--- src/rtl/vram_arbiter_if.sv ---
// Bundles the scanout port, both writer ports, vblank and the video RAM port of vram_arbiter.
// The master modport is the arbiter's view; the slave modport is the requester/RAM view.
interface vram_arbiter_if #(
  parameter int ADDR_W = 16,
  parameter int DATA_W = 16
) ();
  logic              scan_req;
  logic [ADDR_W-1:0] scan_addr;
  logic [DATA_W-1:0] scan_rdata;
  logic              scan_rvalid;

  logic              wr0_req;
  logic [ADDR_W-1:0] wr0_addr;
  logic [DATA_W-1:0] wr0_data;
  logic              wr0_gnt;

  logic              wr1_req;
  logic [ADDR_W-1:0] wr1_addr;
  logic [DATA_W-1:0] wr1_data;
  logic              wr1_gnt;

  logic              vblank;

  logic [ADDR_W-1:0] mem_addr;
  logic [DATA_W-1:0] mem_wdata;
  logic              mem_we;
  logic              mem_re;
  logic [DATA_W-1:0] mem_rdata;

  modport master (
    input  scan_req, scan_addr,
    output scan_rdata, scan_rvalid,
    input  wr0_req, wr0_addr, wr0_data,
    output wr0_gnt,
    input  wr1_req, wr1_addr, wr1_data,
    output wr1_gnt,
    input  vblank,
    output mem_addr, mem_wdata, mem_we, mem_re,
    input  mem_rdata
  );

  modport slave (
    output scan_req, scan_addr,
    input  scan_rdata, scan_rvalid,
    output wr0_req, wr0_addr, wr0_data,
    input  wr0_gnt,
    output wr1_req, wr1_addr, wr1_data,
    input  wr1_gnt,
    output vblank,
    input  mem_addr, mem_wdata, mem_we, mem_re,
    output mem_rdata
  );
endinterface

--- src/rtl/vram_arbiter.sv ---
// Single-port video RAM arbiter: scanout reads win outright, two writers share the rest round-robin.
// Define VRAM_ARB_VBLANK_ONLY_EN to confine writes to vertical blanking.
module vram_arbiter #(
  parameter int ADDR_W = 16,
  parameter int DATA_W = 16
) (
  input logic           pixel_clk,
  input logic           reset,
  vram_arbiter_if.master bus
);

  localparam int NW = 2;

  logic [NW-1:0]     wr_req;
  logic [ADDR_W-1:0] wr_addr [NW];
  logic [DATA_W-1:0] wr_data [NW];

  assign wr_req     = {bus.wr1_req, bus.wr0_req};
  assign wr_addr[0] = bus.wr0_addr;
  assign wr_addr[1] = bus.wr1_addr;
  assign wr_data[0] = bus.wr0_data;
  assign wr_data[1] = bus.wr1_data;

  logic [ADDR_W-1:0] mem_addr_reg, mem_addr_next;
  logic [DATA_W-1:0] mem_wdata_reg, mem_wdata_next;
  logic              mem_we_reg, mem_we_next;
  logic              mem_re_reg, mem_re_next;
  logic              rvalid_reg;
  logic [NW-1:0]     gnt_reg, gnt_next;
  logic              last_reg, last_next;

  logic              write_window;
`ifdef VRAM_ARB_VBLANK_ONLY_EN
  assign write_window = bus.vblank;
`else
  logic unused_vblank;
  assign unused_vblank = bus.vblank;
  assign write_window  = 1'b1;
`endif

  // A writer already showing gnt is holding the request it just had served.
  logic [NW-1:0] eligible;
  generate
    for (genvar gi = 0; gi < NW; gi++) begin : g_elig
      assign eligible[gi] = wr_req[gi] & ~gnt_reg[gi] & write_window;
    end
  endgenerate

  logic win_valid;
  logic win_idx;

  always_comb begin
    win_valid = 1'b0;
    win_idx   = 1'b0;
    case (eligible)
      2'b01: begin
        win_valid = 1'b1;
        win_idx   = 1'b0;
      end
      2'b10: begin
        win_valid = 1'b1;
        win_idx   = 1'b1;
      end
      2'b11: begin
        win_valid = 1'b1;
        win_idx   = ~last_reg;
      end
      default: begin
        win_valid = 1'b0;
        win_idx   = 1'b0;
      end
    endcase
  end

  always_comb begin
    mem_addr_next  = mem_addr_reg;
    mem_wdata_next = mem_wdata_reg;
    mem_we_next    = 1'b0;
    mem_re_next    = 1'b0;
    gnt_next       = '0;
    last_next      = last_reg;
    if (bus.scan_req) begin
      mem_re_next   = 1'b1;
      mem_addr_next = bus.scan_addr;
    end else if (win_valid) begin
      mem_we_next       = 1'b1;
      mem_addr_next     = wr_addr[win_idx];
      mem_wdata_next    = wr_data[win_idx];
      gnt_next[win_idx] = 1'b1;
      last_next         = win_idx;
    end
  end

  always_ff @(posedge pixel_clk) begin
    if (reset) begin
      mem_addr_reg  <= '0;
      mem_wdata_reg <= '0;
      mem_we_reg    <= 1'b0;
      mem_re_reg    <= 1'b0;
      rvalid_reg    <= 1'b0;
      gnt_reg       <= '0;
      last_reg      <= 1'b1;
    end else begin
      mem_addr_reg  <= mem_addr_next;
      mem_wdata_reg <= mem_wdata_next;
      mem_we_reg    <= mem_we_next;
      mem_re_reg    <= mem_re_next;
      rvalid_reg    <= mem_re_reg;
      gnt_reg       <= gnt_next;
      last_reg      <= last_next;
    end
  end

  assign bus.mem_addr    = mem_addr_reg;
  assign bus.mem_wdata   = mem_wdata_reg;
  assign bus.mem_we      = mem_we_reg;
  assign bus.mem_re      = mem_re_reg;
  assign bus.wr0_gnt     = gnt_reg[0];
  assign bus.wr1_gnt     = gnt_reg[1];
  assign bus.scan_rdata  = bus.mem_rdata;
  assign bus.scan_rvalid = rvalid_reg;

endmodule

--- src/flat_wrapper.sv ---
// flat-port wrapper written by rule: the top's interface ports become plain ports
module vram_arbiter_flat 
#(
  parameter int ADDR_W = 16,
  parameter int DATA_W = 16
)
  (pixel_clk, reset, bus_scan_req, bus_scan_addr, bus_scan_rdata, bus_scan_rvalid, bus_wr0_req, bus_wr0_addr, bus_wr0_data, bus_wr0_gnt, bus_wr1_req, bus_wr1_addr, bus_wr1_data, bus_wr1_gnt, bus_vblank, bus_mem_addr, bus_mem_wdata, bus_mem_we, bus_mem_re, bus_mem_rdata);
  vram_arbiter_if #(.ADDR_W(ADDR_W), .DATA_W(DATA_W)) bus_i ();
  input logic pixel_clk;
  input logic reset;
  input wire logic [$bits(bus_i.scan_req)-1:0] bus_scan_req;
  input wire logic [$bits(bus_i.scan_addr)-1:0] bus_scan_addr;
  output wire logic [$bits(bus_i.scan_rdata)-1:0] bus_scan_rdata;
  output wire logic [$bits(bus_i.scan_rvalid)-1:0] bus_scan_rvalid;
  input wire logic [$bits(bus_i.wr0_req)-1:0] bus_wr0_req;
  input wire logic [$bits(bus_i.wr0_addr)-1:0] bus_wr0_addr;
  input wire logic [$bits(bus_i.wr0_data)-1:0] bus_wr0_data;
  output wire logic [$bits(bus_i.wr0_gnt)-1:0] bus_wr0_gnt;
  input wire logic [$bits(bus_i.wr1_req)-1:0] bus_wr1_req;
  input wire logic [$bits(bus_i.wr1_addr)-1:0] bus_wr1_addr;
  input wire logic [$bits(bus_i.wr1_data)-1:0] bus_wr1_data;
  output wire logic [$bits(bus_i.wr1_gnt)-1:0] bus_wr1_gnt;
  input wire logic [$bits(bus_i.vblank)-1:0] bus_vblank;
  output wire logic [$bits(bus_i.mem_addr)-1:0] bus_mem_addr;
  output wire logic [$bits(bus_i.mem_wdata)-1:0] bus_mem_wdata;
  output wire logic [$bits(bus_i.mem_we)-1:0] bus_mem_we;
  output wire logic [$bits(bus_i.mem_re)-1:0] bus_mem_re;
  input wire logic [$bits(bus_i.mem_rdata)-1:0] bus_mem_rdata;
  assign bus_i.scan_req = bus_scan_req;
  assign bus_i.scan_addr = bus_scan_addr;
  assign bus_scan_rdata = bus_i.scan_rdata;
  assign bus_scan_rvalid = bus_i.scan_rvalid;
  assign bus_i.wr0_req = bus_wr0_req;
  assign bus_i.wr0_addr = bus_wr0_addr;
  assign bus_i.wr0_data = bus_wr0_data;
  assign bus_wr0_gnt = bus_i.wr0_gnt;
  assign bus_i.wr1_req = bus_wr1_req;
  assign bus_i.wr1_addr = bus_wr1_addr;
  assign bus_i.wr1_data = bus_wr1_data;
  assign bus_wr1_gnt = bus_i.wr1_gnt;
  assign bus_i.vblank = bus_vblank;
  assign bus_mem_addr = bus_i.mem_addr;
  assign bus_mem_wdata = bus_i.mem_wdata;
  assign bus_mem_we = bus_i.mem_we;
  assign bus_mem_re = bus_i.mem_re;
  assign bus_i.mem_rdata = bus_mem_rdata;
  vram_arbiter #(.ADDR_W(ADDR_W), .DATA_W(DATA_W)) u_core (.pixel_clk(pixel_clk), .reset(reset), .bus(bus_i));
endmodule
--- config.mk ---
export PLATFORM = sky130hd
export DESIGN_NAME = vram_arbiter_flat
export DESIGN_NICKNAME = d
export VERILOG_FILES = /design/src/rtl/vram_arbiter_if.sv /design/src/rtl/vram_arbiter.sv /design/src/flat_wrapper.sv
export SDC_FILE = /design/constraint.sdc
export NUM_CORES = 1
export LEC_CHECK = 0
export ABC_AREA = 1
export CORE_ASPECT_RATIO = 1.1
export CORE_UTILIZATION = 35
export DETAILED_ROUTE_END_ITERATION = 10
export GPL_TIMING_DRIVEN = 0
export PLACE_DENSITY = 0.81
export SYNTH_ARGS = -nofsm -noshare
export SYNTH_HDL_FRONTEND = slang
export SYNTH_SLANG_ARGS = --single-unit
export TNS_END_PERCENT = 20
--- constraint.sdc ---
create_clock -name pixel_clk -period 1.4 [get_ports pixel_clk]
set_input_delay 0.28 -clock pixel_clk [delete_from_list [all_inputs] [get_ports pixel_clk]]
set_output_delay 0.28 -clock pixel_clk [all_outputs]
set_load 0.02 [all_outputs]
==> metrics, run 1 <==
run status completed; share of synthesized cell area in and, or, nand and nor gates 0.393; DP HPWL 5150 µm; vias in the first global route 2,395; xor/xnor share of the synthesized area 0; Mapped Avg Cell Area 7.03 µm²; number of setup violations in the final report 0; clock root buffer master sky130_fd_sc_hd__clkbuf_8; power density over the cells 799 nW/µm²; setup repair after global routing missed its margin true; number of H-tree branching levels 2; data required time at the worst endpoint 1.62 ns; area of the placeable core 5910 µm²; worst ir drop on vdd 0.000350 V; cell type of the slowest stage on the worst timing path sky130_fd_sc_hd__clkdlybuf4s50_1; Vias 2,458; clock tree from TritonCTS built; leakage 0.00183 µW; Slew HR 0.701; overall die height 84.9 µm; largest fanout of any net on the critical path 10; post-synthesis mux area share 0; number of cell rows 29; clk slew on worst S/H paths 0.07 ns; critical path launch point type input pin; fin crit share 0.946; Synth Area in Compound Gates 0.0526; maximum number of pins on one net before global-route repair 12; DR pass1 iterations 4; worst setup path class input pin to flop; synthesized netlist net count 413; instance area after placement 3630 µm²; count of nets after finishing 556; RD Place Congestion 0.772; antenna violations before repair 0; number of port buffers 135; finished layout cell area 3700 µm²; number of maximum-capacitance violations 0; number of post-CTS setup repair buffers 0; distinct cell type count of the synthesized netlist 23; share of layout cells above drive strength 1 0.119; initial detailed-routing violation count 72; Fillers 571; transition time at the pin with the least slew margin 0.448 ns; clock period minus final worst setup slack 1.32 ns; layout-stage area growth over the synthesis result 69.4%; overall routing resource usage 0.207; ANT cells 0; sequential element share of the synthesized area 0.348; netlist area before placement 2190 µm²; chip width 77.4 µm; CTS Sinks 38; final worst clock skew 0.00454 ns; achievable clock frequency 0.755 GHz; Hold Vio Cnt, Final 0; fraction of the mapped netlist area in adder cells 0; Final Slew Violations 0; critical path, cell by cell clkdlybuf4s50_1 > nand2_4 > inv_4 > nand2_4 > buf_4 > nand2_1 > nand3_1 > a21oi_1; count of pins on the block boundary 155; data arrival time of the critical path 1.55 ns; Hold Path Class input pin to flop; cell repeated most along the worst path sky130_fd_sc_hd__nand2_4; critical path's largest stage delay 0.51 ns; Yosys reg bits 38; DIE AREA 6570 µm²; Cells after Synth 311; YS warnings 0; residual antenna-violating net count after detailed routing 0; endpoint class of the critical path flop; CTS buffer count 5; global-route wire length before repair 10,700 µm; insertion delay to the later sink of the worst-skew pair 0.29 ns; total global routing overflow 0; number of buffers between clock root and the deepest sink 2; Detailed Route WL 6690 µm; largest family of logic cells by synthesized area simple AND/OR/NAND/NOR gates; starting density of the core 0.370; post-DR wirelength/cell 12.6 µm; post-detailed-route DRC marker count 0; average via count per standard cell 4.62; final worst hold slack 0.292 ns
## cell usage after synthesis (all sizes together)
master	n	area [µm²]
o21ai	7	35.0
dfxtp	38	761
nand3b	16	120
inv	48	188
clkinv	1	5.00
nor3	3	20.0
nand3	66	348
nand2	60	253
nor2	23	119
buf	32	255
clkbuf	1	3.75
a21oi	16	80.1
## layout make-up
cell class,count,area [µm²],share of cell area
multi-input cells,191,982,0.265
inverters,49,196,0.0530
clock inverters,1,5.00,0.00135
plain buffers,33,259,0.0699
well taps,77,96.3,0.0260
repair buffers,136,1320,0.356
flip-flops and latches,38,761,0.205
clock buffers,7,86.3,0.0233
## cell usage in the layout, fill, tap and decap left out, drive strengths merged, types with 16 or more instances in the layout
| master | count |
|---|---|
| clkdlybuf4s50 | 97 |
| nand3 | 66 |
| nand2 | 60 |
| inv | 49 |
| dfxtp | 38 |
| dlygate4sd2 | 37 |
| buf | 33 |
| nor2 | 23 |
| nand3b | 16 |
| a21oi | 16 |
## worst max-delay path, delay by kind of cell
family | cells | cell delay [ns]
AO/OA/AOI/OAI | 1 | 0.12
buffers and inverters | 3 | 0.81
AND/OR/NAND/NOR | 4 | 0.34
## metrics by stage
stage          std cells  total power (µW)  worst slack, ns   util  setup TNS (ns)
6_report             532              2960           0.0762  0.626               0
2_1_floorplan        311              1740            0.128      -               0
3_5_place_dp         523              2260           -0.346  0.615           -9.88
4_1_cts              531              2990           0.0162  0.623               0
3_3_place_gp         523              2240           -0.305  0.615           -8.38
5_1_grt              532              3150         -0.00656  0.626         -0.0176
## layer usage
| layer | part of all wire | GRT usage |
|---|---|---|
| met4 | 0.018 | 0.0720 |
| met5 | 0 | 0 |
| met2 | 0.50 | 0.373 |
| met1 | 0.40 | 0.228 |
| met3 | 0.078 | 0.0624 |
## final timing paths
| path | slack (ns) | end | cells past startpoint | start |
|---|---|---|---|---|
| hold / removal | 0.29 | u_core.bus.mem_re | 3 | bus_scan_req |
| setup / recovery | 0.08 | u_core.bus.mem_addr[11] | 8 | bus_wr1_req |
| hold reg to reg | 0.43 | u_core.bus.scan_rvalid | 2 | u_core.bus.mem_re |
| setup reg to reg | 0.12 | u_core.bus.mem_wdata[9] | 9 | u_core.gnt_reg[0] |
## power by group
part           total, µW  internal [µW]  switching [µW]
clock                780            397             382
sequential          1210           1170            42.1
combinational        972            499             473
total               2960           2060             897
## cell families after synthesis
| group | Yosys count |
|---|---|
| AO/OA/AOI/OAI | 23 |
| AND/OR/NAND/NOR | 168 |
| buffers and inverters | 82 |
| flip-flops | 38 |
## timing repair
action	in CTS	in global routing
endpoints found under the setup margin	52	29
hold buffers	0	0
resized for setup	38	5
gates cloned	0	1
No activity file was read; power rests on OpenSTA's default activity.
==> run 2: changes to the inputs <==
- CORE_MARGIN: unset -> 2
==> metrics, run 2 (synthesis gave the netlist of run 1 again) <==
clk slew on worst S/H paths 0.07 ns; overall routing resource usage 0.203; number of maximum-capacitance violations 0; initial detailed-routing violation count 83; CTS buffer count 5; insertion delay to the later sink of the worst-skew pair 0.29 ns; critical path, cell by cell clkdlybuf4s50_1 > nand2_4 > clkinv_4 > buf_2 > nand3b_1 > nand3_1 > a21oi_1; number of post-CTS setup repair buffers 0; core utilization of the finished layout 0.605; chip width 79.4 µm; filler-free cell count of the finished design 534; starting density of the core 0.357; layout-stage area growth over the synthesis result 69.2%; leakage 0.00183 µW; run status completed; DP HPWL 5390 µm; Slew HR 0.698; global-route wire length before repair 11,000 µm; count of pins on the block boundary 155; clock period minus final worst setup slack 1.34 ns; maximum number of pins on one net before global-route repair 12; number of instances on the worst hold path 3; worst slack after detailed placement -0.368 ns; worst ir drop on vdd 0.000391 V; endpoint of the most critical register-to-register path u_core.bus.mem_addr[15]; post-layout worst setup margin 0.0586 ns; Final Slew Violations 0; cell type of the slowest stage on the worst timing path sky130_fd_sc_hd__clkdlybuf4s50_1; fin crit share 0.958; RR Startpoint u_core.gnt_reg[1]; critical path launch point type input pin; transition time at the pin with the least slew margin 0.453 ns; antenna violations before repair 0; final worst hold slack 0.303 ns; clock root buffer master sky130_fd_sc_hd__clkbuf_8; sink of the worst hold path u_core.bus.mem_re; DR pass1 iterations 4; post-detailed-route DRC marker count 0; leading cell types in the layout, fill and taps excluded sky130_fd_sc_hd__clkdlybuf4s50_1, sky130_fd_sc_hd__nand3_1, sky130_fd_sc_hd__nand2_1, sky130_fd_sc_hd__inv_1, sky130_fd_sc_hd__dfxtp_1; total power 2960 µW; number of buffers between clock root and the deepest sink 2; ANT cells 0; setup repair after global routing missed its margin false; Hold Path Class input pin to flop; clock tree from TritonCTS built; average via count per standard cell 4.65; achievable clock frequency 0.745 GHz; hold buffer count at cts 0; post-DR wirelength/cell 13.0 µm; residual antenna-violating net count after detailed routing 0; number of setup violations in the final report 0; WP buf/inv 3; number of cell rows 30; Register-to-Register Path Depth 8; Hold Vio Cnt, Final 0; critical path's largest stage delay 0.51 ns; vias in the first global route 2,368; power density over the cells 799 nW/µm²; overall die height 86.9 µm; Detailed Route WL 6930 µm; count of nets after finishing 555; data arrival time of the critical path 1.49 ns; placed insts 526; share of layout cells above drive strength 1 0.117; number of port buffers 135; Vias 2,482; final worst clock skew 0.00244 ns; Fillers 610; DIE AREA 6900 µm²; number of H-tree branching levels 2; RD Place Congestion 0.713; r2r setup slk 0.13 ns; start point of the worst hold path bus_scan_req; total global routing overflow 0; CTS Sinks 38; data required time at the worst endpoint 1.55 ns; largest fanout of any net on the critical path 10; crit-path leading delay family buffers and inverters; most common cell after layout, fill and taps aside sky130_fd_sc_hd__clkdlybuf4s50_1; area of the placeable core 6120 µm²; endpoint class of the critical path flop; worst setup path class input pin to flop
## run 2: changes by cell type in the layout (fill, tap and decap cells not counted), sizes merged
cell,before,now
buf,33,32
inv,49,48
clkinv,1,2
## run 2: final cells by class
cell class	instances	area, µm²	area share
clock inverter	1	5.00	0.00135
clock buffer	7	86.3	0.0233
timing repair buffer	135	1310	0.353
sequential	38	761	0.206
multi-input combinational	191	982	0.265
buffer	33	263	0.0710
tap	80	100	0.0270
inverter	49	196	0.0531
## run 2: metal layers
layer / vias up / share of wire / track usage
met5: - / 0 / 0
met4: 0 / 0.0094 / 0.0580
met3: 7 / 0.092 / 0.0643
met2: 120 / 0.50 / 0.367
met1: 1105 / 0.40 / 0.227
li1: 1250 / - / -
## run 2: power breakdown
group / internal (µW) / switching, µW
Clock: 397 / 376
Sequential: 1170 / 41.2
Combinational: 497 / 479
Total: 2060 / 896
## run 2: stage by stage
| stage | setup TNS (ns) | area [µm²] |
|---|---|---|
| after floorplan | 0 | 2190 |
| after global placement | -9.18 | 3640 |
| after detailed placement | -9.75 | 3640 |
| after CTS | 0 | 3690 |
| after global routing | 0 | 3700 |
| final | 0 | 3700 |
## run 2: how the worst max path moves through the flow
| stage | cells after the start | endpoint | start | slack [ns] |
|---|---|---|---|---|
| after floorplan | 8 | u_core.bus.mem_addr[10] | u_core.gnt_reg[1] | 0.13 |
| after global placement | 7 | u_core.bus.mem_addr[2] | bus_wr0_req | -0.32 |
| after detailed placement | 7 | u_core.bus.mem_addr[15] | bus_wr0_req | -0.37 |
| after CTS | 7 | u_core.bus.mem_addr[15] | bus_wr0_req | 0.003 |
| after global routing | 7 | u_core.bus.mem_addr[15] | bus_wr1_req | 0.003 |
| final | 7 | u_core.bus.mem_addr[15] | bus_wr1_req | 0.06 |
## run 2: worst min-delay path, stage by stage
cell and delay, ns:
sky130_fd_sc_hd__buf_6 0.12, sky130_fd_sc_hd__inv_6 0.07, sky130_fd_sc_hd__nor2_1 0.08
## run 2: repair_timing
item / CTS / global route
gates resized for setup: 39 / 2
cloned: 0 / 0
setup endpoints to repair: 52 / 25
